[src/rtl/avalon_gpio_irq.sv]
// Avalon-MM parallel-port slave: debounced inputs with edge capture, atomic set/clear outputs,
// and one maskable level interrupt. Fixed read latency of one cycle, never stalls.
module avalon_gpio_irq #(
    parameter int unsigned      WIDTH           = 18,
    parameter int unsigned      DEBOUNCE_CYCLES = 16,
    parameter logic [WIDTH-1:0] OUT_RESET       = '0
) (
    input  logic             clk_clk,
    input  logic             reset_reset,
    input  logic [2:0]       avs_address,
    input  logic             avs_read,
    input  logic             avs_write,
    input  logic [31:0]      avs_writedata,
    input  logic [3:0]       avs_byteenable,
    output logic [31:0]      avs_readdata,
    output logic             avs_readdatavalid,
    output logic             avs_waitrequest,
    input  logic [WIDTH-1:0] in_port,
    output logic [WIDTH-1:0] out_port,
    output logic             irq
);

    localparam int unsigned CNT_W = (DEBOUNCE_CYCLES > 1) ? $clog2(DEBOUNCE_CYCLES) : 1;
    localparam logic [CNT_W-1:0] CNT_MAX = CNT_W'(DEBOUNCE_CYCLES - 1);
    localparam logic [CNT_W-1:0] CNT_ONE = CNT_W'(1);

    localparam logic [2:0] ADDR_DATA_IN  = 3'd0;
    localparam logic [2:0] ADDR_DATA_OUT = 3'd1;
    localparam logic [2:0] ADDR_IRQ_MASK = 3'd2;
    localparam logic [2:0] ADDR_EDGE_CAP = 3'd3;
    localparam logic [2:0] ADDR_RISE_EN  = 3'd4;
    localparam logic [2:0] ADDR_FALL_EN  = 3'd5;
    localparam logic [2:0] ADDR_OUT_SET  = 3'd6;
    localparam logic [2:0] ADDR_OUT_CLR  = 3'd7;

    // Input path state
    logic [WIDTH-1:0] s1_q, s2_q;
    logic [WIDTH-1:0] stable_q, stable_d;
    logic [WIDTH-1:0] stable_dly_q;
    logic [CNT_W-1:0] cnt_q [WIDTH];
    logic [CNT_W-1:0] cnt_d [WIDTH];

    // Software-visible registers
    logic [WIDTH-1:0] data_out_q, data_out_d;
    logic [WIDTH-1:0] irq_mask_q, irq_mask_d;
    logic [WIDTH-1:0] edge_cap_q, edge_cap_d;
    logic [WIDTH-1:0] rise_en_q, rise_en_d;
    logic [WIDTH-1:0] fall_en_q, fall_en_d;

    // Bus response and interrupt
    logic [31:0] readdata_q, readdata_d;
    logic        readdatavalid_q;
    logic        irq_q, irq_d;

    logic [31:0]      be_mask;
    logic [WIDTH-1:0] wr_mask;
    logic [WIDTH-1:0] wr_bits;
    logic [WIDTH-1:0] cap_clr;
    logic [WIDTH-1:0] rise;
    logic [WIDTH-1:0] fall;
    logic [WIDTH-1:0] edge_hit;
    logic [31:0]      rd_mux;
    logic             unused_bus_bits;

    // Expand byte enables to a per-bit write mask
    always_comb begin
        be_mask = '0;
        for (int b = 0; b < 4; b++) begin
            be_mask[8*b +: 8] = {8{avs_byteenable[b]}};
        end
    end

    assign wr_mask = be_mask[WIDTH-1:0];
    assign wr_bits = avs_writedata[WIDTH-1:0] & wr_mask;

    // Lanes above WIDTH have no storage behind them
    assign unused_bus_bits = ^{avs_writedata, be_mask};

    // ------------------------------------------------------------------
    // Synchroniser and debouncer
    // ------------------------------------------------------------------
    always_ff @(posedge clk_clk or posedge reset_reset) begin
        if (reset_reset) begin
            s1_q <= '0;
            s2_q <= '0;
        end else begin
            s1_q <= in_port;
            s2_q <= s1_q;
        end
    end

    // Counter restarts whenever s2 agrees with the accepted level, so glitches leave no trace.
    always_comb begin
        stable_d = stable_q;
        for (int i = 0; i < WIDTH; i++) begin
            cnt_d[i] = '0;
            if (s2_q[i] != stable_q[i]) begin
                if (cnt_q[i] == CNT_MAX) begin
                    stable_d[i] = s2_q[i];
                end else begin
                    cnt_d[i] = cnt_q[i] + CNT_ONE;
                end
            end
        end
    end

    always_ff @(posedge clk_clk or posedge reset_reset) begin
        if (reset_reset) begin
            stable_q     <= '0;
            stable_dly_q <= '0;
            for (int i = 0; i < WIDTH; i++) begin
                cnt_q[i] <= '0;
            end
        end else begin
            stable_q     <= stable_d;
            stable_dly_q <= stable_q;
            for (int i = 0; i < WIDTH; i++) begin
                cnt_q[i] <= cnt_d[i];
            end
        end
    end

    assign rise     = stable_q & ~stable_dly_q;
    assign fall     = ~stable_q & stable_dly_q;
    assign edge_hit = (rise & rise_en_q) | (fall & fall_en_q);

    // ------------------------------------------------------------------
    // Register writes
    // ------------------------------------------------------------------
    always_comb begin
        data_out_d = data_out_q;
        irq_mask_d = irq_mask_q;
        rise_en_d  = rise_en_q;
        fall_en_d  = fall_en_q;
        cap_clr    = '0;
        if (avs_write) begin
            case (avs_address)
                ADDR_DATA_OUT: data_out_d = (data_out_q & ~wr_mask) | wr_bits;
                ADDR_IRQ_MASK: irq_mask_d = (irq_mask_q & ~wr_mask) | wr_bits;
                ADDR_EDGE_CAP: cap_clr    = wr_bits;
                ADDR_RISE_EN:  rise_en_d  = (rise_en_q & ~wr_mask) | wr_bits;
                ADDR_FALL_EN:  fall_en_d  = (fall_en_q & ~wr_mask) | wr_bits;
                ADDR_OUT_SET:  data_out_d = data_out_q | wr_bits;
                ADDR_OUT_CLR:  data_out_d = data_out_q & ~wr_bits;
                default:       ;
            endcase
        end
    end

    // A new edge overrides a simultaneous clear of the same bit.
    assign edge_cap_d = (edge_cap_q & ~cap_clr) | edge_hit;
    assign irq_d      = |(edge_cap_q & irq_mask_q);

    always_ff @(posedge clk_clk or posedge reset_reset) begin
        if (reset_reset) begin
            data_out_q <= OUT_RESET;
            irq_mask_q <= '0;
            edge_cap_q <= '0;
            rise_en_q  <= '0;
            fall_en_q  <= '0;
            irq_q      <= 1'b0;
        end else begin
            data_out_q <= data_out_d;
            irq_mask_q <= irq_mask_d;
            edge_cap_q <= edge_cap_d;
            rise_en_q  <= rise_en_d;
            fall_en_q  <= fall_en_d;
            irq_q      <= irq_d;
        end
    end

    // ------------------------------------------------------------------
    // Read path: sampled from pre-write register values
    // ------------------------------------------------------------------
    always_comb begin
        rd_mux = '0;
        case (avs_address)
            ADDR_DATA_IN:  rd_mux = 32'(stable_q);
            ADDR_DATA_OUT: rd_mux = 32'(data_out_q);
            ADDR_IRQ_MASK: rd_mux = 32'(irq_mask_q);
            ADDR_EDGE_CAP: rd_mux = 32'(edge_cap_q);
            ADDR_RISE_EN:  rd_mux = 32'(rise_en_q);
            ADDR_FALL_EN:  rd_mux = 32'(fall_en_q);
            default:       rd_mux = '0;
        endcase
    end

    assign readdata_d = avs_read ? rd_mux : readdata_q;

    always_ff @(posedge clk_clk or posedge reset_reset) begin
        if (reset_reset) begin
            readdata_q      <= '0;
            readdatavalid_q <= 1'b0;
        end else begin
            readdata_q      <= readdata_d;
            readdatavalid_q <= avs_read;
        end
    end

    assign avs_readdata      = readdata_q;
    assign avs_readdatavalid = readdatavalid_q;
    assign avs_waitrequest   = 1'b0;
    assign out_port          = data_out_q;
    assign irq               = irq_q;

endmodule
[config.mk]
export PLATFORM = sky130hd
export DESIGN_NAME = avalon_gpio_irq
export DESIGN_NICKNAME = d
export VERILOG_FILES = /design/src/rtl/avalon_gpio_irq.sv
export SDC_FILE = /design/constraint.sdc
export NUM_CORES = 1
export LEC_CHECK = 0
export CAP_MARGIN = 20
export CORE_ASPECT_RATIO = 0.9
export CORE_MARGIN = 2
export CORE_UTILIZATION = 30
export CTS_CLUSTER_DIAMETER = 60
export DETAILED_ROUTE_END_ITERATION = 8
export PLACE_DENSITY_LB_ADDON = 0.08
export SLEW_MARGIN = 25
export SYNTH_ARGS = -nofsm -noshare
export SYNTH_HDL_FRONTEND = slang
export SYNTH_SLANG_ARGS = --single-unit
export TNS_END_PERCENT = 10
[constraint.sdc]
create_clock -name clk_clk -period 20.6 [get_ports clk_clk]
set_input_delay 2.06 -clock clk_clk [delete_from_list [all_inputs] [get_ports clk_clk]]
set_output_delay 2.06 -clock clk_clk [all_outputs]
set_load 0.005 [all_outputs]
==> impl_metrics.env, run 1 <==
export IMPL_drt_first_pass_iters=5
export IMPL_crit_path_end_kind="flop"
export IMPL_cpPeakStageDelay_ns=0.62
export IMPL_max_slew_margin_pct=30.86
export IMPL_grt_pass1_wl_mm=44.02
export IMPL_cp_max_fo=38
export IMPL_required_ns=21.01
export IMPL_drt_initial_drc_count=304
export IMPL_regArea_sq_mm=0.006356
export IMPL_rows=67
export IMPL_ys_flop_type="dfrtp_1"
export IMPL_gr_total_overflow=0
export IMPL_cts_buffers=31
export IMPL_die_area_sq_mm=0.03903
export IMPL_synth_enable_flop_cells=0
export IMPL_drive_gt1_share_pct=16.31
export IMPL_die_x_microns=208.0
export IMPL_die_h_microns=187.6
export IMPL_cts_sinks=254
export IMPL_tns_ns=0
export IMPL_synth_cell_types=51
export IMPL_synth_top_cell_by_area="dfrtp_1"
export IMPL_antenna_found_initial=1
export IMPL_final_hold_viol_count=0
export IMPL_synth_area_sq_mm=0.01124
export IMPL_post_drt_wl_per_cell_microns=18.00
export IMPL_start_util_pct=30.33
export IMPL_post_cts_buffers=0
export IMPL_p_total_mw=1.296
export IMPL_synth_async_sr_flop_share_pct=100.0
export IMPL_cp_slowest_cell="buf_2"
export IMPL_yosysSeqAreaShare_pct=56.56
export IMPL_final_net_count=1087
export IMPL_hpwlAfterDp_mm=17.29
export IMPL_gp_congestion=0.7259
export IMPL_drc=0
export IMPL_fill_cells=3687
export IMPL_synth_avg_cell_area_sq_um=12.24
export IMPL_critical_path_cell_chain="buf_2, buf_4, and2b_1, nand4_1, o21ai_0, o211ai_1"
export IMPL_ys_warn_count=0
export IMPL_clk_pin_slew_ns=0.06
export IMPL_fmax_ghz=0.2306
export IMPL_worstPathArrival_ns=4.75
export IMPL_crit_path_start_kind="input pin"
export IMPL_skew_ns=0.02104
export IMPL_finalCritPeriodShare_pct=21.05
export IMPL_crit_family="buffers and inverters"
export IMPL_postCtsHoldBufs=0
export IMPL_path_buf_inv=2
export IMPL_clk_insertion_delay_late_ns=0.57
export IMPL_h_tree_depth=1
export IMPL_io_pins=114
export IMPL_worst_slew_pin_slew_ns=1.035
export IMPL_grt_pass1_vias=7455
export IMPL_ys_seq_elements=254
export IMPL_grt_usage_pct=14.21
export IMPL_grt_start_max_net_pins=129
export IMPL_post_place_ws_ns=15.76
export IMPL_ir_drop_mv=0.05127
export IMPL_cellLeakagePower_nw=5.586
export IMPL_port_buffers=83
export IMPL_post_route_min_period_ns=4.337
export IMPL_status="finished clean"
export IMPL_rsz0062_at_grt="no"
export IMPL_coreArea_sq_mm=0.03705
export IMPL_cts_root_buf="clkbuf_16"
export IMPL_cts_repair_resize_count=0
export IMPL_power_density_mw_per_mm2=96.59
export IMPL_antenna_cells=0
export IMPL_synth_top_area_share_pct=56.56
export IMPL_hold_path_class="flop to flop"
export IMPL_vias_per_cell=4.788
export IMPL_multi_input_area_sq_mm=0.004457
export IMPL_setup_viol=0
export IMPL_fin_ws_ns=16.26
export IMPL_detail_route_antenna_nets=0
export IMPL_vias=7245
export IMPL_crit_type="input pin to flop"
export IMPL_clockBufferDepth=3
export IMPL_drv_cap=0
export IMPL_cts_tree="built"
export IMPL_syn2layout_area_growth_pct=19.37
export IMPL_drv_slew=0
export IMPL_synthTopCellsByArea="dfrtp_1, mux2_2, a21oi_1"
export IMPL_drt_total_wl_mm=27.23
export IMPL_netlist_instances=918
==> area by class of cell <==
type                    instances  area share [%]
clock inverters                 8          0.7741
flip-flops and latches        254           47.38
inverters                      38           1.119
clock buffers                  47           6.678
well taps                     483           4.505
multi-input cells             595           33.22
repair buffers                 88           6.323
==> path summary, 6_finish.rpt <==
kind                                      from          endpoint  slack (ns)  depth (start not counted)
max in group asynchronous          reset_reset          cnt_q[3]       17.01                          3
worst min-delay path                   s1_q[4]           s2_q[4]        0.34                          0
worst max-delay path            avs_address[0]    edge_cap_q[15]       16.26                          6
worst max register to register    out_port[15]  avs_readdata[15]       19.13                          3
min in group asynchronous          reset_reset           s2_q[1]        2.08                          2
worst min register to register         s1_q[4]           s2_q[4]        0.34                          0
==> metal layers <==
metal	track usage [%]	wire, microns
met5	0	13
met4	3.246	493
met3	3.366	1317
met2	21.45	12070
met1	20.62	13340
==> report_power, final <==
part | total [mW] | internal (mW) | switching [mW]
logic | 0.158 | 0.0867 | 0.0717
registers | 0.604 | 0.554 | 0.0493
clock network | 0.534 | 0.323 | 0.211
==> cells in the final DEF (no fill, tap or decap), types with 15 or more instances in the layout <==
cell               n
a21oi_1           76
clkbuf_16         31
clkdlybuf4s50_1   79
conb_1            15
dfrtp_1          254
ha_1              18
inv_1             37
mux2_2            92
mux2i_1           23
nand2_1           32
nand3_1           24
nand3b_1          17
nand4b_1          18
nor2_1            37
nor2b_1           20
nor3b_1           26
o211ai_1          18
o21ai_0           42
xnor2_1           36
==> cells by family (layout without fill, tap and decap cells) <==
group	count (synthesis)	in the layout	share of synthesized area, %
flops	254	254	56.56
compound gates	212	212	11.94
simple gates	196	196	10.54
mux	118	118	11.87
buf+inv	83	181	4.253
xor+xnor	36	36	2.806
fa+ha+maj	18	18	2.004
other cells	1	15	0.03337
==> cells in the mapped netlist (20+ instances only) <==
cell     instances
a21oi_1         76
buf_4           23
dfrtp_1        254
inv_1           38
mux2_2          92
mux2i_1         23
nand2_1         32
nand3_1         24
nor2_1          37
nor2b_1         20
nor3b_1         26
o21ai_0         42
xnor2_1         36
==> through the flow <==
stage / utilization [%] / cell area, sq um / cells / hold slack (ns)
after floorplan: - / 11290 / 932 / 0.3312
after global placement: 33.51 / 12420 / 1458 / 0.3327
final: 36.21 / 13420 / 1513 / 0.3384
after global routing: 36.21 / 13420 / 1513 / 0.3485
after detailed placement: 33.51 / 12420 / 1458 / 0.3347
after CTS: 36.21 / 13420 / 1513 / 0.3417
No activity file was read; power rests on OpenSTA's default activity.
==> inputs of run 2 (changes only) <==
- clock period: 20.6 -> 4.2 ns (I/O delays scaled with it)
==> run 2 against run 1 <==
Global-route usage is essentially flat. Highest routed layer unchanged. Wire length up 0.34%. Sequential power grew to 4.9 times the previous value. Clock power rose to 5.0 times the previous value. Critical path type unchanged. Critical path depth decreased by 1. Register-to-register slack got worse by 16 ns. Total power grew to 5.0 times the previous value. Hold slack worse by 0.13 ns. Via count grew 1.5%. Sequential share of layout area is 0.27 points lower. Flip-flop and latch count did not move.
==> impl_metrics.env, run 2 (same netlist as run 1, synthesis figures left out) <==
export IMPL_drc=0
export IMPL_drt_first_pass_iters=5
export IMPL_clockBufferDepth=3
export IMPL_grt_start_max_net_pins=95
export IMPL_cts_sinks=254
export IMPL_die_h_microns=187.6
export IMPL_antenna_cells=0
export IMPL_setup_viol=0
export IMPL_cts_repair_resize_count=0
export IMPL_die_x_microns=208.0
export IMPL_post_cts_buffers=0
export IMPL_multi_input_area_sq_mm=0.004457
export IMPL_postCtsHoldBufs=0
export IMPL_ir_drop_mv=0.2546
export IMPL_gp_congestion=0.7328
export IMPL_regArea_sq_mm=0.006356
export IMPL_drive_gt1_share_pct=16.92
export IMPL_worst_slew_pin_slew_ns=0.8803
export IMPL_port_buffers=83
export IMPL_post_drt_wl_per_cell_microns=18.01
export IMPL_skew_ns=0.007474
export IMPL_hold_ws_ns=0.2103
export IMPL_busiest_layer="met2"
export IMPL_clk_insertion_delay_late_ns=0.56
export IMPL_syn2layout_area_growth_pct=20.05
export IMPL_clk_pin_slew_ns=0.06
export IMPL_io_pins=114
export IMPL_r2r_end="avs_readdata[15]"
export IMPL_cellLeakagePower_nw=5.621
export IMPL_drv_cap=0
export IMPL_drv_slew=0
export IMPL_cts_root_buf="clkbuf_16"
export IMPL_vias_per_cell=4.850
export IMPL_crit_path_end_kind="flop"
export IMPL_cp_slowest_cell="buf_2"
export IMPL_crit_type="input pin to flop"
export IMPL_path_buf_inv=2
export IMPL_crit_family="buffers and inverters"
export IMPL_finalCritPeriodShare_pct=51.29
export IMPL_required_ns=4.65
export IMPL_antenna_found_initial=1
export IMPL_grt_pass1_wl_mm=43.70
export IMPL_die_area_sq_mm=0.03903
export IMPL_crit_path_start_kind="input pin"
export IMPL_cpPeakStageDelay_ns=0.66
export IMPL_met3_usage_pct=3.048
export IMPL_worstPathArrival_ns=2.60
export IMPL_r2r_start="edge_cap_q[15]"
export IMPL_coreArea_sq_mm=0.03705
export IMPL_cts_buffers=31
export IMPL_final_hold_viol_count=0
export IMPL_drt_initial_drc_count=421
export IMPL_final_cell_mix="dfrtp_1, mux2_2, clkdlybuf4s50_1"
export IMPL_drt_total_wl_mm=27.32
export IMPL_detail_route_antenna_nets=0
export IMPL_fmax_ghz=0.4643
export IMPL_rows=67
export IMPL_fill_cells=3687
export IMPL_ff2ff_path_depth=3
export IMPL_mostFrequentLayoutCell="dfrtp_1"
export IMPL_grtUsageMet1_pct=20.61
export IMPL_start_util_pct=30.33
export IMPL_gr_total_overflow=0
export IMPL_h_tree_depth=1
export IMPL_grtUsageMet2_pct=21.33
export IMPL_utilization_pct=36.41
export IMPL_hold_path_class="input pin to async pin"
export IMPL_critical_path_cell_chain="buf_2, buf_4, nand2b_4, nor3_4, mux2_2"
export IMPL_grt_usage_pct=14.17
export IMPL_cts_tree="built"
export IMPL_hpwlAfterDp_mm=17.80
export IMPL_power_density_mw_per_mm2=476.0
export IMPL_cp_max_fo=39
export IMPL_grt_pass1_vias=7362
export IMPL_max_slew_margin_pct=41.31
export IMPL_post_route_min_period_ns=2.154
export IMPL_rsz0062_at_grt="no"
export IMPL_status="finished clean"
export IMPL_vias=7357
export IMPL_reg2reg_slack_ns=2.74
export IMPL_final_net_count=1089
export IMPL_tns_ns=0
## run 2: changes by cell type in the layout (fill, tap and decap cells not counted), moves of 2 or more
cell / before / now
buf_12: 0 / 3
clkbuf_1: 10 / 7
clkbuf_8: 6 / 8
clkinv_2: 3 / 6
clkinvlp_4: 0 / 2
inv_8: 2 / 0
## run 2: worst max path at each step
stage               depth (start not counted)            from             to  slack, ns
floorplan                                   1     reset_reset      async pin       0.44
global placement                            5  avs_address[2]           flop       1.47
detailed placement                          5  avs_address[2]           flop       1.45
CTS                                         5  avs_address[2]           flop       2.06
global route                                5  avs_address[0]  edge_cap_q[6]       1.94
finish                                      5  avs_address[2]           flop       2.05
## run 2: power by group
group,leakage [nW],switching [mW],internal (mW)
Clock,0.509,1.06,1.62
Combinational,1.88,0.352,0.430
Sequential,3.23,0.244,2.72
## run 2: layer usage
metal	vias to the layer above	wire length [microns]
met1	3686	13390
met3	43	1163
li1	3502	-
met5	-	8
met2	124	12080
met4	2	680
## run 2: per-stage QoR
stage	std cells	total power, mW	cell area (sq um)	setup WS, ns
2_1_floorplan	932	3.450	11290	0.4364
3_3_place_gp	1460	3.797	12460	1.473
3_5_place_dp	1460	3.799	12460	1.454
4_1_cts	1517	6.544	13490	2.059
5_1_grt	1517	6.760	13490	1.941
6_report	1517	6.422	13490	2.046
## run 2: worst register-to-register path, stage by stage (launching register included)
cell and delay (ns):
dfrtp_1 0.43, mux4_2 0.48, o2bb2ai_1 0.16, mux2_2 0.27
## run 2: cell type report
cell class	count	share of cell area, %
clock buffers	46	6.761
multi-input cells	595	33.03
flip-flops and latches	254	47.11
well taps	483	4.479
inverters	38	1.085
repair buffers	90	6.677
clock inverters	11	0.8532
==> inputs of run 3 (changes only) <==
- clock period: 4.2 -> 2.14 ns (I/O delays scaled with it)
==> run 3 against run 2 <==
Setup slack lost 1.7 ns. First-iteration DRC count shrank 3.1%. Cell count rose by 1.6%. Critical path type is now flop to primary output.
==> impl_metrics.env, run 3 (same netlist as run 1, synthesis figures left out) <==
export IMPL_die_h_microns=187.6
export IMPL_cts_buffers=31
export IMPL_final_net_count=1116
export IMPL_port_buffers=83
export IMPL_detail_route_antenna_nets=0
export IMPL_setup_viol=0
export IMPL_drt_initial_drc_count=408
export IMPL_grtUsageMet1_pct=21.17
export IMPL_hpwlAfterDp_mm=18.59
export IMPL_mostFrequentLayoutCell="dfrtp_1"
export IMPL_critical_path_cell_chain="clkdlybuf4s50_1"
export IMPL_fill_cells=3621
export IMPL_clk_insertion_delay_late_ns=0.58
export IMPL_r2r_end="avs_readdata[15]"
export IMPL_cp_slowest_cell="clkdlybuf4s50_1"
export IMPL_path_buf_inv=1
export IMPL_grtUsageMet2_pct=21.44
export IMPL_place_area_sq_mm=0.01275
export IMPL_vias=7350
export IMPL_ff2ff_path_depth=3
export IMPL_gr_total_overflow=0
export IMPL_gp_congestion=0.7320
export IMPL_drv_cap=0
export IMPL_crit_type="flop to primary output"
export IMPL_utilization_pct=37.30
export IMPL_grt_pass1_wl_mm=44.48
export IMPL_post_cts_buffers=0
export IMPL_coreArea_sq_mm=0.03705
export IMPL_cts_tree="built"
export IMPL_max_slew_margin_pct=52.93
export IMPL_startpoint="out_port[8]"
export IMPL_fin_ws_ns=0.3243
export IMPL_tns_ns=0
export IMPL_crit_path_start_kind="flop"
export IMPL_post_route_min_period_ns=1.816
export IMPL_postCtsHoldBufs=0
export IMPL_post_place_ws_ns=0.1022
export IMPL_fin_area_sq_mm=0.01382
export IMPL_cts_repair_resize_count=0
export IMPL_power_density_mw_per_mm2=929.7
export IMPL_worst_slew_pin_slew_ns=0.7060
export IMPL_finalCritPeriodShare_pct=84.84
export IMPL_die_area_sq_mm=0.03903
export IMPL_clk_pin_slew_ns=0.06
export IMPL_drive_gt1_share_pct=18.90
export IMPL_grt_usage_pct=14.33
export IMPL_cellLeakagePower_nw=5.789
export IMPL_drv_slew=0
export IMPL_met3_usage_pct=2.981
export IMPL_reg2reg_slack_ns=0.68
export IMPL_cpPeakStageDelay_ns=0.59
export IMPL_clockBufferDepth=3
export IMPL_ir_drop_mv=0.3942
export IMPL_post_drt_wl_per_cell_microns=17.91
export IMPL_drt_total_wl_mm=27.60
export IMPL_skew_ns=0.01344
export IMPL_cts_root_buf="clkbuf_16"
export IMPL_io_pins=114
export IMPL_start_util_pct=30.33
export IMPL_status="finished clean"
export IMPL_h_tree_depth=1
export IMPL_final_hold_viol_count=0
export IMPL_fmax_ghz=0.5508
export IMPL_antenna_found_initial=1
export IMPL_cts_sinks=254
export IMPL_crit_family="buffers and inverters"
export IMPL_drc=0
export IMPL_cp_max_fo=5
export IMPL_die_x_microns=208.0
export IMPL_rsz0062_at_grt="no"
export IMPL_required_ns=1.93
export IMPL_drt_first_pass_iters=4
export IMPL_grt_pass1_vias=7505
export IMPL_hold_path_class="input pin to async pin"
export IMPL_vias_per_cell=4.770
export IMPL_r2r_start="edge_cap_q[15]"
export IMPL_final_cell_mix="dfrtp_1, mux2_2, clkdlybuf4s50_1"
export IMPL_rows=67
export IMPL_grt_start_max_net_pins=111
export IMPL_worstPathArrival_ns=1.60
export IMPL_antenna_cells=0
export IMPL_crit_path_end_kind="primary output"
export IMPL_syn2layout_area_growth_pct=22.99
export IMPL_busiest_layer="met2"
## run 3: layout make-up
type | instances | area [sq um] | share of cell area [%]
clock buffers | 45 | 898.4 | 6.500
flip-flops and latches | 254 | 6356 | 45.99
multi-input cells | 595 | 4459 | 32.26
well taps | 483 | 604.3 | 4.372
clock inverters | 9 | 166.4 | 1.204
repair buffers | 117 | 1191 | 8.618
inverters | 38 | 146.4 | 1.059
## run 3: how the worst max path moves through the flow
stage                                   to  slack (ns)  cells past startpoint
final                          out_port[8]        0.32                      1
after global routing           out_port[8]        0.25                      1
after global placement    avs_readdata[16]         0.1                      5
after CTS                      out_port[8]        0.28                      1
after floorplan                  async pin       -1.42                      1
after detailed placement              flop        0.10                      5
## run 3: power by group
part	internal [mW]	total (mW)	switching (mW)	leakage, nW
clock network	3.38	5.46	2.08	0.519
logic	0.882	1.57	0.693	2.04
registers	5.34	5.82	0.484	3.23
total	9.59	12.9	3.26	5.79
## run 3: metal layers
layer / share of wire, % / vias up
li1: - / 3552
met1: 50 / 3642
met2: 43 / 111
met3: 4.1 / 43
met4: 2.0 / 2
met5: 0.040 / -
## run 3: metrics by stage
| step | cells | hold WS [ns] | power, mW |
|---|---|---|---|
| after floorplan | 932 | 0.2454 | 6.770 |
| after global placement | 1487 | 0.3315 | 7.506 |
| after detailed placement | 1487 | 0.3347 | 7.510 |
| after CTS | 1541 | 0.02401 | 13.10 |
| after global routing | 1541 | 0.03852 | 13.53 |
| final | 1541 | 0.04534 | 12.85 |
